### src/rtl/i2c_pkg.sv
// Shared definitions for the I2C register controller: FSM encoding and default target address.
package i2c_pkg;

    typedef enum logic [2:0] {
        ST_IDLE    = 3'd0,
        ST_DEVADDR = 3'd1,
        ST_REGADDR = 3'd2,
        ST_WRITE   = 3'd3,
        ST_READ    = 3'd4
    } state_t;

    localparam logic [6:0] DEF_DEV_ADDR = 7'h2A;

endpackage

### src/rtl/i2c_reg_ctrl_if.sv
// Byte-level link between the I2C bit/byte engine (master) and the register controller (slave).
// Handshake: every *_valid / start / stop / tx_req signal is a single-cycle pulse; no backpressure exists.
interface i2c_reg_ctrl_if;
    logic       start_i;
    logic       stop_i;
    logic       rx_valid_i;
    logic [7:0] rx_data_i;
    logic       tx_req_i;
    logic       ack_valid_o;
    logic       ack_o;
    logic       tx_valid_o;
    logic [7:0] tx_data_o;

    modport master (
        output start_i, stop_i, rx_valid_i, rx_data_i, tx_req_i,
        input  ack_valid_o, ack_o, tx_valid_o, tx_data_o
    );

    modport slave (
        input  start_i, stop_i, rx_valid_i, rx_data_i, tx_req_i,
        output ack_valid_o, ack_o, tx_valid_o, tx_data_o
    );
endinterface

### src/rtl/i2c_regfile.sv
// Register storage: single write port with registered one-hot strobe, combinational read mux, flat output.
module i2c_regfile #(
    parameter int N_REGS = 8,
    parameter int ADDR_W = $clog2(N_REGS)
) (
    input  logic                  clk,
    input  logic                  reset,
    input  logic                  we_i,
    input  logic [ADDR_W-1:0]     waddr_i,
    input  logic [7:0]            wdata_i,
    input  logic [ADDR_W-1:0]     raddr_i,
    output logic [7:0]            rdata_o,
    output logic [8*N_REGS-1:0]   regs_o,
    output logic [N_REGS-1:0]     wr_strobe_o
);

    logic [7:0]        regs_q [N_REGS];
    logic [7:0]        regs_d [N_REGS];
    logic [N_REGS-1:0] strobe_q;
    logic [N_REGS-1:0] strobe_d;

    always_comb begin
        regs_d   = regs_q;
        strobe_d = '0;
        if (we_i) begin
            regs_d[waddr_i]   = wdata_i;
            strobe_d[waddr_i] = 1'b1;
        end
    end

    always_ff @(posedge clk or posedge reset) begin
        if (reset) begin
            for (int k = 0; k < N_REGS; k++) begin
                regs_q[k] <= 8'h00;
            end
            strobe_q <= '0;
        end else begin
            regs_q   <= regs_d;
            strobe_q <= strobe_d;
        end
    end

    always_comb begin
        regs_o = '0;
        for (int k = 0; k < N_REGS; k++) begin
            regs_o[8*k +: 8] = regs_q[k];
        end
    end

    assign rdata_o     = regs_q[raddr_i];
    assign wr_strobe_o = strobe_q;

endmodule

### src/rtl/i2c_reg_ctrl.sv
// I2C target register controller: decodes device address, register pointer and data bytes
// from the byte engine, answers with ACK/NACK and serves reads with an auto-incrementing pointer.
module i2c_reg_ctrl
    import i2c_pkg::*;
#(
    parameter logic [6:0] DEV_ADDR = DEF_DEV_ADDR,
    parameter int         N_REGS   = 8,
    parameter int         ADDR_W   = $clog2(N_REGS)
) (
    input  logic                 clk,
    input  logic                 reset,
    i2c_reg_ctrl_if.slave        bus,
    output logic [8*N_REGS-1:0]  regs_o,
    output logic [N_REGS-1:0]    wr_strobe_o,
    output state_t               state_o,
    output logic [ADDR_W-1:0]    ptr_o
);

    localparam logic [ADDR_W-1:0] PTR_ONE = ADDR_W'(1);

    state_t            state_q, state_d;
    logic [ADDR_W-1:0] ptr_q, ptr_d;
    logic              ack_valid_q, ack_valid_d;
    logic              ack_q, ack_d;
    logic              tx_valid_q, tx_valid_d;
    logic [7:0]        tx_data_q, tx_data_d;
    logic              we;
    logic [7:0]        rdata;

    i2c_regfile #(
        .N_REGS (N_REGS),
        .ADDR_W (ADDR_W)
    ) u_regfile (
        .clk         (clk),
        .reset       (reset),
        .we_i        (we),
        .waddr_i     (ptr_q),
        .wdata_i     (bus.rx_data_i),
        .raddr_i     (ptr_q),
        .rdata_o     (rdata),
        .regs_o      (regs_o),
        .wr_strobe_o (wr_strobe_o)
    );

    // start/stop take priority over any byte or request arriving in the same cycle.
    always_comb begin
        state_d     = state_q;
        ptr_d       = ptr_q;
        ack_valid_d = 1'b0;
        ack_d       = 1'b0;
        tx_valid_d  = 1'b0;
        tx_data_d   = tx_data_q;
        we          = 1'b0;
        if (bus.start_i) begin
            state_d = ST_DEVADDR;
        end else if (bus.stop_i) begin
            state_d = ST_IDLE;
        end else begin
            case (state_q)
                ST_DEVADDR: begin
                    if (bus.rx_valid_i) begin
                        ack_valid_d = 1'b1;
                        if (bus.rx_data_i[7:1] == DEV_ADDR) begin
                            ack_d   = 1'b1;
                            state_d = bus.rx_data_i[0] ? ST_READ : ST_REGADDR;
                        end else begin
                            state_d = ST_IDLE;
                        end
                    end
                end
                ST_REGADDR: begin
                    if (bus.rx_valid_i) begin
                        ack_valid_d = 1'b1;
                        if ((bus.rx_data_i >> ADDR_W) == 8'd0) begin
                            ptr_d   = bus.rx_data_i[ADDR_W-1:0];
                            ack_d   = 1'b1;
                            state_d = ST_WRITE;
                        end else begin
                            state_d = ST_IDLE;
                        end
                    end
                end
                ST_WRITE: begin
                    if (bus.rx_valid_i) begin
                        we          = 1'b1;
                        ptr_d       = ptr_q + PTR_ONE;
                        ack_valid_d = 1'b1;
                        ack_d       = 1'b1;
                    end
                end
                ST_READ: begin
                    if (bus.tx_req_i) begin
                        tx_valid_d = 1'b1;
                        tx_data_d  = rdata;
                        ptr_d      = ptr_q + PTR_ONE;
                    end
                end
                default: begin
                    state_d = state_q;
                end
            endcase
        end
    end

    always_ff @(posedge clk or posedge reset) begin
        if (reset) begin
            state_q     <= ST_IDLE;
            ptr_q       <= '0;
            ack_valid_q <= 1'b0;
            ack_q       <= 1'b0;
            tx_valid_q  <= 1'b0;
            tx_data_q   <= 8'h00;
        end else begin
            state_q     <= state_d;
            ptr_q       <= ptr_d;
            ack_valid_q <= ack_valid_d;
            ack_q       <= ack_d;
            tx_valid_q  <= tx_valid_d;
            tx_data_q   <= tx_data_d;
        end
    end

    assign bus.ack_valid_o = ack_valid_q;
    assign bus.ack_o       = ack_q;
    assign bus.tx_valid_o  = tx_valid_q;
    assign bus.tx_data_o   = tx_data_q;
    assign state_o         = state_q;
    assign ptr_o           = ptr_q;

endmodule

### src/flat_wrapper.sv
// flat-port wrapper written by rule: the top's interface ports become plain ports
module i2c_reg_ctrl_flat import i2c_pkg::*;
#(
    parameter logic [6:0] DEV_ADDR = DEF_DEV_ADDR,
    parameter int         N_REGS   = 8,
    parameter int         ADDR_W   = $clog2(N_REGS)
)
  (clk, reset, regs_o, wr_strobe_o, state_o, ptr_o, bus_start_i, bus_stop_i, bus_rx_valid_i, bus_rx_data_i, bus_tx_req_i, bus_ack_valid_o, bus_ack_o, bus_tx_valid_o, bus_tx_data_o);
  i2c_reg_ctrl_if bus_i ();
  input  logic clk;
  input  logic reset;
  output logic [8*N_REGS-1:0] regs_o;
  output logic [N_REGS-1:0] wr_strobe_o;
  output state_t state_o;
  output logic [ADDR_W-1:0] ptr_o;
  input wire logic [$bits(bus_i.start_i)-1:0] bus_start_i;
  input wire logic [$bits(bus_i.stop_i)-1:0] bus_stop_i;
  input wire logic [$bits(bus_i.rx_valid_i)-1:0] bus_rx_valid_i;
  input wire logic [$bits(bus_i.rx_data_i)-1:0] bus_rx_data_i;
  input wire logic [$bits(bus_i.tx_req_i)-1:0] bus_tx_req_i;
  output wire logic [$bits(bus_i.ack_valid_o)-1:0] bus_ack_valid_o;
  output wire logic [$bits(bus_i.ack_o)-1:0] bus_ack_o;
  output wire logic [$bits(bus_i.tx_valid_o)-1:0] bus_tx_valid_o;
  output wire logic [$bits(bus_i.tx_data_o)-1:0] bus_tx_data_o;
  assign bus_i.start_i = bus_start_i;
  assign bus_i.stop_i = bus_stop_i;
  assign bus_i.rx_valid_i = bus_rx_valid_i;
  assign bus_i.rx_data_i = bus_rx_data_i;
  assign bus_i.tx_req_i = bus_tx_req_i;
  assign bus_ack_valid_o = bus_i.ack_valid_o;
  assign bus_ack_o = bus_i.ack_o;
  assign bus_tx_valid_o = bus_i.tx_valid_o;
  assign bus_tx_data_o = bus_i.tx_data_o;
  i2c_reg_ctrl #(.DEV_ADDR(DEV_ADDR), .N_REGS(N_REGS), .ADDR_W(ADDR_W)) u_core (.clk(clk), .reset(reset), .bus(bus_i), .regs_o(regs_o), .wr_strobe_o(wr_strobe_o), .state_o(state_o), .ptr_o(ptr_o));
endmodule
### config.mk
export PLATFORM = sky130hd
export DESIGN_NAME = i2c_reg_ctrl_flat
export DESIGN_NICKNAME = d
export VERILOG_FILES = /design/src/rtl/i2c_pkg.sv /design/src/rtl/i2c_reg_ctrl_if.sv /design/src/rtl/i2c_regfile.sv /design/src/rtl/i2c_reg_ctrl.sv /design/src/flat_wrapper.sv
export SDC_FILE = /design/constraint.sdc
export NUM_CORES = 1
export LEC_CHECK = 0
export ABC_AREA = 1
export CAP_MARGIN = 20
export CORE_ASPECT_RATIO = 0.7
export CORE_UTILIZATION = 50
export DETAILED_ROUTE_END_ITERATION = 10
export GPL_ROUTABILITY_DRIVEN = 0
export GPL_TIMING_DRIVEN = 0
export PLACE_DENSITY = 0.8
export REMOVE_ABC_BUFFERS = 1
export SLEW_MARGIN = 20
export SYNTH_ARGS = -nofsm -noshare
export SYNTH_HDL_FRONTEND = slang
export SYNTH_SLANG_ARGS = --single-unit
### constraint.sdc
create_clock -name clk -period 4.44 [get_ports clk]
set_input_delay 0.666 -clock clk [delete_from_list [all_inputs] [get_ports clk]]
set_output_delay 0.666 -clock clk [all_outputs]
set_load 0.02 [all_outputs]
# --- Word-level counts from Yosys, hierarchy flattened ---
# Cells that the tools add are included.
# Widths: inputs -> output; s select.
classes:
  addsub: 1
  magnitude_cmp: 4
  eq_ne: 11
  n_mux: 40
  n_bitwise: 3
  reduce_logical: 9
ops:
  columns: ["cell", "n"]
  rows:
  - ["$bwmux 64", 1]
  - ["$mux 8", 4]
  - ["$mux 3", 10]
  - ["$bmux 8 s3", 1]
  - ["$demux 8 s3", 1]
  - ["$mux 1", 18]
  - ["$pmux 3 s3", 1]
  - ["$logic_not 8->1", 1]
  - ["$ne 4x4->1 const B", 2]
  - ["$eq 7x6->1 const B", 1]
  - ["$reduce_and 7->1", 1]
  - ["$eq 3x2->1 const B", 2]
  - ["$ne 2x2->1 const B", 3]
  - ["$pmux 3 s2", 1]
  - ["$ge 4x4->1 const B", 1]
  - ["$lt 3x4->1 const B", 1]
  - ["$lt 4x1->1 const B", 1]
  - ["$not 3->4", 1]
  - ["$reduce_and 4->1", 1]
  - ["$reduce_bool 4->1", 1]
  - ["$add 3x1->3 const B", 1]
  - ["$demux 1 s3", 1]
  - ["$eq 3x1->1 const B", 1]
  - ["$eq 3x3->1 const B", 1]
  - ["other kinds (9)", 11]
totals:
  register_bits: 89
  in_bits: 14
  output_inout_bits: 89
  elab_cells: 83

# --- Depth between registers and ports, before layout ---
logic_depth:
  depth_word: 6
  mapped_depth: 9
  mapped_depth_nobuf: 9

# --- Hierarchy ---
# Synthesis repeated with hierarchy kept, for this count alone.
hier_totals:
  hier_cells: 580
  area_unflattened_um2: 4403.0
by_module_without_submodules:
  columns: ["module", "n_inst", "cells_each", "area_each_um2", "seq_area_each_um2"]
  rows:
  - ["i2c_regfile", 1, 455, 3465.8, 1801.7]
  - ["i2c_reg_ctrl", 1, 125, 937.1, 425.4]

# --- Worst setup path before layout ---
# Ideal clock, no wire load.
synth_path:
  path_kind: "input port to flip-flop"
  start: "input port bus_stop_i"
  end: "register u_core.u_regfile.regs_q, in the netlist u_core.u_regfile.regs_o[55]"
  setup_ps: 126
  arrival_ps: 1632
  required_time_ps: 4314
  path_slack_ps: 2682
  stages: 7
  path_buffers: 1
  cell_sequence: "nor2_2 nand2_1 nor2_8 nand2_4 nor2_4 buf_6 o21ai_0"
synth_via:
  elab_chain_len: 2
synth_rtl:
  columns: ["item", "line_no", "text"]
  rows:
  - ["from (decl)", "flat_wrapper.sv:17", "input wire logic [$bits(bus_i.stop_i)-1:0] bus_stop_i;"]
  - ["$mux 1", "i2c_reg_ctrl.sv:56", "end else if (bus.stop_i) begin"]
  - ["$mux 1", "i2c_reg_ctrl.sv:54", "if (bus.start_i) begin"]
  - ["to (signal assigned)", "i2c_regfile.sv:38", "regs_q <= regs_d;"]
  - ["to (decl)", "i2c_regfile.sv:17", "logic [7:0] regs_q [N_REGS];"]
# Every way passes these cells.
# A chain may end at the register's enable or synchronous reset.

# --- Final worst setup path ---
layout_path:
  start: "input port bus_stop_i"
  end: "register u_core.tx_data_q[0] (netlist: u_core.bus.tx_data_o[0])"
layout_via:
  elab_chain_len: 2
layout_rtl:
  columns: ["item", "line_no", "text"]
  rows:
  - ["$not 1->1 (no source line)", null, null]
  - ["$reduce_and 4->1 (no source line)", null, null]
  - ["to (signal assigned)", "i2c_reg_ctrl.sv:119", "tx_data_q <= tx_data_d;"]
  - ["to (decl)", "i2c_reg_ctrl.sv:26", "logic [7:0] tx_data_q, tx_data_d;"]
# Every way passes these cells.

==> flow_summary_export.csv <==
group,metric,value,unit
placed_design,dp_hpwl,8080,um
die,floorplan.core_area,8070,um2
clocking,post_cts_hold_buffer_count,0,
pwr,max-vdd-ir-drop,0.189,mV
clocking,cts_made_buffers,9,
layout,design_area,5650,um2
layout,layout.cells.most_common_list,"160 x sky130_fd_sc_hd__nand2_1, 102 x sky130_fd_sc_hd__clkdlybuf4s50_1, 88 x sky130_fd_sc_hd__dfrtp_1",
worst_setup_path,endpoint_kind,"flip-flop",
layout,drive_above_1_share,5.73,%
placed_design,port_buffers,102,
worst_setup_path,r2r_start,"u_core.state_o[1]",
sta,timing.fmax,0.409,GHz
layout,layout.nets,639,
global_routing,first_global_vias,3794,
global_routing,grt_max_degree,59,
hold_path,whs_path_depth,2,
synth,syn-instance-count,531,
sta,final-setup-viol-count,0,
layout,multi_input_combinational_cell_area,1630,um2
sta,tightestPinTransition,0.802,ns
pwr,pwr-share-clk,46.3,%
worst_setup_path,setup.worst_path.class,"input pin to flip-flop",
clocking,cts.htree.levels,3,
layout,layout_commonest_cell,"sky130_fd_sc_hd__nand2_1",
sta,finalCritPeriodShare,55.1,%
global_routing,grt_pass1_wl,18500,um
run_status,status,"finished clean",
layout,register_area,2230,um2
placed_design,post_dp_cell_area,5340,um2
sta,finClkSkew,0.00911,ns
clocking,clk_latency_worst_skew_pair,0.34,ns
synth,yosys.area_share.adder,0.292,%
pwr,leak,2.72,nW
synth,synth.lib_cells_used.distinct,25,
drt,drt-total-wl,11300,um
worst_setup_path,worst_ep_required_time,4.67,ns
synth,yosys.area_share.xor_xnor,0.204,%
synth,synthesis.yosys.warnings,0,
pwr,netSwitchingFraction,22.5,%
layout,antenna_diode_count,0,
die,dieArea,8950,um2
synth,muxShareOfSynthArea,0,%
synth,syn-cell-area,4290,um2
pwr,power_frac_comb,6.3,%
worst_setup_path,reg2reg_depth,6,
sta,grt_setup_unrepaired,"false",
clocking,clockBufferDepth,2,
synth,seq_area_frac_synth,52.0,%
worst_setup_path,cp.arrival,2.68,ns
pwr,cellPowerDensity,306,nW/um2
drt,highest-signal-layer,"met4",
synth,synth-edff-count,0,
clocking,cts.sink_count,89,
pwr,p_switching,0.000388,W
sta,timing.final.max_slew_violations,0,
synth,post_synth.cell_area_avg,8.07,um2
drt,per_cell_routed_wire_length,15.4,um
clocking,clk_transition_reported_paths,0.07,ns
worst_setup_path,r2r_end,"u_core.bus.tx_data_o[0]",
drt,first_iter_violations,270,
layout,synthToLayoutAreaGrowth,31.8,%
pwr,power.share.sequential,47.5,%
clocking,tritoncts,"built",
drt,dr_wl_met3,877,um
job,max_cap_violations,0,
clocking,clk_root_buf,"sky130_fd_sc_hd__clkbuf_16",
die,dieHeight,79.5,um
clocking,cts.repair.resized,0,
drt,drt-vias-per-instance,5.30,
synth,ys_ff_latch,89,
drt,met2WireLength,5410,um
global_routing,grt_antenna_before_repair,0,
hold_path,timing.hold.worst.class,"flip-flop to flip-flop",
sta,final.hold.worst_slack,0.518,ns
synth,synth_simple_gate_area_share,27.3,%
die,row_count,27,
sta,hold_violations,0,
clocking,cts.repair_timing.setup_buffer_count,0,
worst_setup_path,cp_max_fo,17,
layout,fin_util,70.0,%
sta,relSlewSlack,46.4,%
placed_design,number_of_placed_instances_taps_included,714,
drt,remaining_drc_errors,0,
layout,fin_cells,729,
drt,detailedRoute.firstPassIterationCount,5,
die,die_w,113,um
die,initial_core_util,53.1,%
hold_path,whs_endpoint,"u_core.u_regfile.regs_o[29]",
drt,met1_length,4840,um
worst_setup_path,timing.critical_path.from_type,"input pin",
synth,synth_compound_area_share,10.2,%
drt,antenna_left,0,
drt,detailroute.via_count,3866,
worst_setup_path,worst-r2r-setup-slack,2.34,ns
synth,async_reset_ff_share,100,%
sta,timing.setup.tns,0,ns
pwr,power_report.internal_total,0.00134,W
synth,synth_top_family_by_area,"simple AND/OR/NAND/NOR gates",
global_routing,globalRouteTotalUtil,27.1,%
global_routing,globalRouteOverflowTotal,0,
synth,synth_top_flop_cell,"sky130_fd_sc_hd__dfrtp_1",
layout,final.fill_count,655,
die,i_o_pin_count,103,
sta,timing.final.crit_period,2.45,ns
hold_path,min_from,"u_core.u_regfile.regs_o[29]",
[registers in the layout, summed over array words and instances (netlist names)]
name and cells:
u_core.bus.ack_o 1, u_core.bus.ack_valid_o 1, u_core.bus.tx_data_o 8, u_core.bus.tx_valid_o 1
u_core.ptr_o 3, u_core.state_o 3, u_core.u_regfile.regs_o 64, u_core.u_regfile.wr_strobe_o 8
[kinds of logic (layout without fill, tap and decap cells)]
family	after synthesis	after routing
AOI/OAI and AO/OA	83	83
xor gates and xnor gates	1	1
adders and majority gates	1	1
buffers and inverters	97	194
DFF	89	89
and+or+nand+nor	260	260
[through the flow]
step                setup WS, ns  power [W]
floorplan                   1.47   0.000891
global placement           0.168   0.000935
detailed placement          1.70   0.000944
CTS                         2.01    0.00173
global route                1.85    0.00179
finish                      1.99    0.00173
[critical path: stages]
cell                              delay, ns
sky130_fd_sc_hd__clkdlybuf4s50_1       0.45
sky130_fd_sc_hd__nor2_2                0.21
sky130_fd_sc_hd__inv_1                 0.12
sky130_fd_sc_hd__nor2_2                0.65
sky130_fd_sc_hd__o21ai_0               0.33
sky130_fd_sc_hd__nor2_1                0.20
sky130_fd_sc_hd__nor2_1                0.06
[area by class of cell]
| type | instances | area share, % |
|---|---|---|
| multi-input cells | 345 | 28.9 |
| inverters | 75 | 5.03 |
| repair buffers | 104 | 18.9 |
| clock buffers | 10 | 4.05 |
| clock inverters | 5 | 1.44 |
| well taps | 101 | 2.24 |
| flip-flops and latches | 89 | 39.4 |
[synth_stat cells (5+ instances only)]
library cell / instances / area [um2]
sky130_fd_sc_hd__nand3_1: 41 / 205
sky130_fd_sc_hd__o211ai_1: 6 / 45.0
sky130_fd_sc_hd__clkbuf_1: 5 / 18.8
sky130_fd_sc_hd__buf_2: 8 / 40.0
sky130_fd_sc_hd__o21ai_0: 72 / 360
sky130_fd_sc_hd__nand2_1: 160 / 601
sky130_fd_sc_hd__dfrtp_1: 89 / 2230
sky130_fd_sc_hd__inv_1: 74 / 278
sky130_fd_sc_hd__buf_6: 6 / 67.6
sky130_fd_sc_hd__nor2_1: 42 / 158
[per-layer routing]
metal  vias up  track usage, %
met3        14            6.53
met4         0            6.80
met2       182            44.5
met1      1830            36.2
li1       1840               -
met5         -               0
[worst max-delay path by stage]
stage                     from                      end  slack, ns
3_5_place_dp        bus_stop_i  u_core.bus.tx_data_o[0]       1.70
6_report            bus_stop_i  u_core.bus.tx_data_o[0]       1.99
2_1_floorplan            reset         u_core.bus.ack_o       1.47
5_1_grt             bus_stop_i  u_core.bus.tx_data_o[0]       1.85
4_1_cts        u_core.ptr_o[0]                 ptr_o[0]       2.01
3_3_place_gp             reset        u_core.state_o[2]       0.17
[power groups by stage]
stage	logic [W]	registers, W	clock network [W]
after detailed placement	0.000109	0.000835	0
after global routing	0.000120	0.000820	0.000850
after floorplan	0.0000509	0.000840	0
final	0.000108	0.000820	0.000799
after CTS	0.000109	0.000820	0.000805
after global placement	0.0000955	0.000840	0
No activity file was read; power rests on OpenSTA's default activity.
